`src/rtl/maindec_pipe.sv`:
```
// RV32I main decoder registered into the ID/EX boundary, with a FENCE drain FSM.
// Define MAINDEC_TRAP_EN to add the sticky TrapReqE / TrapAck illegal-opcode trap handshake.
module maindec_pipe #(
  parameter int unsigned DRAIN_CYCLES = 3  // must be >= 1
) (
  input  logic       clk,
  input  logic       reset,
  input  logic [6:0] opD,
  input  logic       StallD,
  input  logic       FlushD,
  input  logic       StallE,
  input  logic       FlushE,
`ifdef MAINDEC_TRAP_EN
  input  logic       TrapAck,
  output logic       TrapReqE,
`endif
  output logic [2:0] ImmSrcD,
  output logic       DrainStallD,
  output logic       RegWriteE,
  output logic [1:0] ResultSrcE,
  output logic       MemWriteE,
  output logic       BranchE,
  output logic       JumpE,
  output logic       JalrE,
  output logic       ALUSrcAE,
  output logic       ALUSrcBE,
  output logic [1:0] ALUOpE,
  output logic       IllegalE
);

  localparam int unsigned CNT_W = $clog2(DRAIN_CYCLES + 1);

  localparam logic [6:0] OpLoad   = 7'b0000011;
  localparam logic [6:0] OpStore  = 7'b0100011;
  localparam logic [6:0] OpReg    = 7'b0110011;
  localparam logic [6:0] OpBranch = 7'b1100011;
  localparam logic [6:0] OpImm    = 7'b0010011;
  localparam logic [6:0] OpJal    = 7'b1101111;
  localparam logic [6:0] OpJalr   = 7'b1100111;
  localparam logic [6:0] OpLui    = 7'b0110111;
  localparam logic [6:0] OpAuipc  = 7'b0010111;
  localparam logic [6:0] OpFence  = 7'b0001111;

  localparam logic [1:0] StIdle    = 2'd0;
  localparam logic [1:0] StDrain   = 2'd1;
  localparam logic [1:0] StRelease = 2'd2;

  typedef struct packed {
    logic       reg_write;
    logic [1:0] result_src;
    logic       mem_write;
    logic       branch;
    logic       jump;
    logic       jalr;
    logic       alu_src_a;
    logic       alu_src_b;
    logic [1:0] alu_op;
    logic       illegal;
  } ctrl_t;

  ctrl_t            dec;
  ctrl_t            e_d, e_q;
  logic [1:0]       state_d, state_q;
  logic [CNT_W-1:0] cnt_d, cnt_q;
  logic             trap_active;
  logic             bubble;
  logic             load_dec;

  // Unknown opcodes fall to the default arm: a zero word with only the illegal flag set.
  always_comb begin
    dec     = '0;
    ImmSrcD = 3'b000;
    case (opD)
      OpLoad: begin
        dec.reg_write  = 1'b1;
        dec.alu_src_b  = 1'b1;
        dec.result_src = 2'b01;
      end
      OpStore: begin
        ImmSrcD       = 3'b001;
        dec.alu_src_b = 1'b1;
        dec.mem_write = 1'b1;
      end
      OpReg: begin
        dec.reg_write = 1'b1;
        dec.alu_op    = 2'b10;
      end
      OpBranch: begin
        ImmSrcD    = 3'b010;
        dec.branch = 1'b1;
        dec.alu_op = 2'b01;
      end
      OpImm: begin
        dec.reg_write = 1'b1;
        dec.alu_src_b = 1'b1;
        dec.alu_op    = 2'b10;
      end
      OpJal: begin
        ImmSrcD        = 3'b011;
        dec.reg_write  = 1'b1;
        dec.result_src = 2'b10;
        dec.jump       = 1'b1;
      end
      OpJalr: begin
        dec.reg_write  = 1'b1;
        dec.alu_src_b  = 1'b1;
        dec.result_src = 2'b10;
        dec.jalr       = 1'b1;
      end
      OpLui: begin
        ImmSrcD        = 3'b100;
        dec.reg_write  = 1'b1;
        dec.result_src = 2'b11;
      end
      OpAuipc: begin
        ImmSrcD       = 3'b100;
        dec.reg_write = 1'b1;
        dec.alu_src_a = 1'b1;
        dec.alu_src_b = 1'b1;
      end
      OpFence: ;
      default: dec.illegal = 1'b1;
    endcase
  end

  // Drain FSM: the counter runs regardless of StallD so the hold length is fixed.
  always_comb begin
    state_d = state_q;
    cnt_d   = cnt_q;
    case (state_q)
      StIdle: begin
        if (opD == OpFence && !StallD && !FlushD && !trap_active) begin
          state_d = StDrain;
          cnt_d   = CNT_W'(DRAIN_CYCLES - 1);
        end
      end
      StDrain: begin
        if (FlushD) begin
          state_d = StIdle;
          cnt_d   = '0;
        end else if (cnt_q == '0) begin
          state_d = StRelease;
        end else begin
          cnt_d = cnt_q - CNT_W'(1);
        end
      end
      StRelease: begin
        if (!StallE) state_d = StIdle;
      end
      default: begin
        state_d = StIdle;
        cnt_d   = '0;
      end
    endcase
  end

  assign bubble      = FlushD || (state_q == StDrain) || trap_active;
  assign load_dec    = !FlushE && !StallE && !bubble;
  assign DrainStallD = (state_q == StDrain) || trap_active;

  always_comb begin
    e_d = e_q;
    if (FlushE) begin
      e_d = '0;
    end else if (!StallE) begin
      e_d = bubble ? '0 : dec;
    end
  end

  always_ff @(posedge clk or posedge reset) begin
    if (reset) begin
      state_q <= StIdle;
      cnt_q   <= '0;
      e_q     <= '0;
    end else begin
      state_q <= state_d;
      cnt_q   <= cnt_d;
      e_q     <= e_d;
    end
  end

`ifdef MAINDEC_TRAP_EN
  logic trap_d, trap_q;

  // Acknowledge beats a fresh illegal opcode arriving in the same cycle.
  always_comb begin
    trap_d = trap_q | (load_dec & dec.illegal);
    if (TrapAck) trap_d = 1'b0;
  end

  always_ff @(posedge clk or posedge reset) begin
    if (reset) begin
      trap_q <= 1'b0;
    end else begin
      trap_q <= trap_d;
    end
  end

  assign trap_active = trap_q;
  assign TrapReqE    = trap_q;
`else
  assign trap_active = 1'b0;
`endif

  assign RegWriteE  = e_q.reg_write;
  assign ResultSrcE = e_q.result_src;
  assign MemWriteE  = e_q.mem_write;
  assign BranchE    = e_q.branch;
  assign JumpE      = e_q.jump;
  assign JalrE      = e_q.jalr;
  assign ALUSrcAE   = e_q.alu_src_a;
  assign ALUSrcBE   = e_q.alu_src_b;
  assign ALUOpE     = e_q.alu_op;
  assign IllegalE   = e_q.illegal;

endmodule

```
`config.mk`:
```
export PLATFORM = sky130hd
export DESIGN_NAME = maindec_pipe
export DESIGN_NICKNAME = d
export VERILOG_FILES = /design/src/rtl/maindec_pipe.sv
export SDC_FILE = /design/constraint.sdc
export NUM_CORES = 1
export LEC_CHECK = 0
export BUFFER_PORTS_ARGS = -buffer_cell sky130_fd_sc_hd__buf_2
export CAP_MARGIN = 20
export CORE_MARGIN = 2
export CORE_UTILIZATION = 53
export CTS_CLUSTER_SIZE = 30
export DETAILED_ROUTE_END_ITERATION = 8
export GPL_TIMING_DRIVEN = 0
export PLACE_DENSITY = 0.82
export SLEW_MARGIN = 40
export SYNTH_ARGS = -nofsm -noshare
export SYNTH_HDL_FRONTEND = slang
export SYNTH_SLANG_ARGS = --single-unit
```
`constraint.sdc`:
```
create_clock -name clk -period 2.05 [get_ports clk]
set_input_delay 0.1025 -clock clk [delete_from_list [all_inputs] [get_ports clk]]
set_output_delay 0.1025 -clock clk [all_outputs]
set_load 0.02 [all_outputs]
```
==> flow_metrics.env <==
export IMPL_status="completed"
export IMPL_synth_net_count=110
export IMPL_vias=829
export IMPL_hold_viol=0
export IMPL_rsz0062_at_grt="false"
export IMPL_slew_viol_final=0
export IMPL_clock_sinks=15
export IMPL_path_class="flip-flop to primary output"
export IMPL_met3_usage_pct=5.10
export IMPL_grt_pass1_wl_um=3320
export IMPL_fp_dieW_um=46.4
export IMPL_end_kind="primary output"
export IMPL_synth_top_area_share_pct=39.4
export IMPL_use_met1_pct=28.2
export IMPL_yosysWarnings=0
export IMPL_tns_ns=0
export IMPL_finalPower_uw=603
export IMPL_path_clk_slew_ns=0.10
export IMPL_grt_max_degree=16
export IMPL_track_usage_pct=22.3
export IMPL_synthFlopType="dfrtp_1"
export IMPL_setup_ws_ns=0.720
export IMPL_place_congestion=0.765
export IMPL_slowest_delay_ns=0.41
export IMPL_hpwl_um=1530
export IMPL_cts_root_buffer="clkbuf_4"
export IMPL_gr_max_usage_layer="met2"
export IMPL_setup_viol=0
export IMPL_initial_utilization_pct=55.8
export IMPL_reg2reg_from="cnt_q[0]"
export IMPL_drc=0
export IMPL_whs_endpoint="state_q[0]"
export IMPL_routedWlPerCell_um=13.3
export IMPL_dr_pass1_iters=4
export IMPL_min_delay_start="FlushD"
export IMPL_diodes=0
export IMPL_synth_edf_count=0
export IMPL_fin_crit_ns=1.33
export IMPL_synth_area_sq_um=952
export IMPL_htreeDepth=1
export IMPL_dp_slack_ns=0.785
export IMPL_vias_per_cell=5.49
export IMPL_antenna_found_initial=0
export IMPL_grt_pass1_vias=779
export IMPL_yosys_top_cells_area="dfrtp_1 39%, a32o_1 7.4%, nand2_1 4.3%, buf_6 3.5%, nor4b_4 2.5%"
export IMPL_cts_buffer_depth=2
export IMPL_overflow=0
export IMPL_drive_gt1_share_pct=35.7
export IMPL_crit_chain="nand2b_2 -> inv_2 -> buf_2"
export IMPL_totalWireLength_um=2010
export IMPL_rrSetupSlack_ns=0.76
export IMPL_fillCellCount=139
export IMPL_r2r_end="cnt_q[0]"
export IMPL_slowest_stage="dfrtp_1"
export IMPL_register_area_sq_um=375
export IMPL_area_delta_synth_final_pct=20.6
export IMPL_grt_util_met2_pct=35.3
export IMPL_numCtsBuffers=3
export IMPL_nets=141
export IMPL_timing_fmax_mhz=752
export IMPL_max_slew_margin_pct=61.4
export IMPL_synthArstFlopShare_pct=100
export IMPL_multi_input_area_sq_um=490
export IMPL_postSynthAreaPerCell_sq_um=9.92
export IMPL_die_area_sq_um=2150
export IMPL_core_area_sq_um=1710
export IMPL_cts_tree="yes"
export IMPL_die_y_um=46.4
export IMPL_crit_arrival_ns=1.23
export IMPL_required_ns=1.95
export IMPL_pin_count=29
export IMPL_synth_cells=96
export IMPL_tightest_slew_ns=0.579
export IMPL_power_density_nw_per_um2=525
export IMPL_max_cap_viol_count=0
export IMPL_ys_types=41
export IMPL_drtIter0Drc=17
export IMPL_drtAntennaViolNets=0
export IMPL_ys_seq_elements=15
export IMPL_r2r_cells=5
export IMPL_fin_crit_sh_pct=64.9
export IMPL_cp_max_fo=7
export IMPL_post_cts_buffers=0
export IMPL_hold_depth=2
export IMPL_clock_skew_ns=0.00702
export IMPL_ys_seq_area_share_pct=39.4
export IMPL_crit_path_start_kind="flip-flop"
export IMPL_timing_hold_ws_ns=0.0993
export IMPL_yosysTopAreaCell="dfrtp_1"
export IMPL_ir_drop_mv=0.428
export IMPL_leakagePower_uw=0.000556
export IMPL_core_rowCount=15
export IMPL_hold_class="input pin to flip-flop"
export IMPL_portBuffers=25
export IMPL_clock_latency_ns=0.30
## cell type report
type	count	share of cell area, %
clock inverter	1	0.654
inverter	6	1.96
clock buffer	3	1.96
tap	25	2.72
sequential	15	32.7
multi-input combinational	67	42.7
timing repair buffer	26	11.8
buffer	8	5.56
## placed cells by master, fill, tap and decap left out, drive strengths merged, types with 2 or more instances in the layout
cell type	count
buf	33
dfrtp	15
nand2	11
a32o	7
inv	6
nor2	4
and2	4
nand4	3
o21ai	3
clkbuf	3
nor2b	3
nor3	3
or3b	2
a22o	2
and3	2
a21oi	2
nor3b	2
nor4b	2
## per-stage QoR
step | instances | cell area [sq um] | util (%)
floorplan | 96 | 952 | -
global placement | 146 | 1110 | 64.9
detailed placement | 146 | 1110 | 64.9
CTS | 151 | 1150 | 67.3
global route | 151 | 1150 | 67.3
finish | 151 | 1150 | 67.3
## power breakdown
part           leakage, uW  internal, uW  switching [uW]
Combinational     0.000336          49.5            65.2
Clock            0.0000139          74.4             105
Sequential        0.000206           304            5.34
## critical path, delay by kind of cell (launching register included)
family | cells | cell delay (ns)
buf+inv | 2 | 0.26
flops | 1 | 0.41
simple gates | 1 | 0.25
## kinds of logic (layout without fill, tap and decap cells)
group	after synthesis	count (layout)	share of synthesized area (%)
buffers and inverters	14	44	9.07
AOI/OAI and AO/OA	22	22	19.1
DFF	15	15	39.4
adders and majority gates	1	1	1.31
and+or+nand+nor	43	43	30.2
xor gates and xnor gates	1	1	0.920
## synth_stat cells (3+ instances only)
cell / count
nand2_1: 11
a32o_1: 7
nor2_1: 4
and2_1: 3
nand4_1: 3
o21ai_0: 3
buf_6: 3
inv_1: 5
dfrtp_1: 15
buf_2: 3
## worst max path at each step
stage / slack (ns) / from / end
final: 0.72 / state_q[1] / DrainStallD
after global routing: 0.64 / state_q[1] / DrainStallD
after CTS: 0.71 / state_q[1] / DrainStallD
after detailed placement: 0.79 / cnt_q[0] / cnt_q[0]
after global placement: 0.82 / state_q[1] / JumpE
after floorplan: 0.88 / cnt_q[0] / cnt_q[0]
## metal layers
layer	part of all wire, %	wire length, um
met1	46	915
met2	48	963
met3	4.3	87
met4	2.0	40
met5	0	0
## repair_timing
item | 4_1_cts | 5_1_grt
gates resized for setup | 0 | 0
hold endpoints to repair | 15 | 0
setup endpoints to repair | 0 | 0
hold buffers | 1 | 0
No activity file was read; power rests on OpenSTA's default activity.
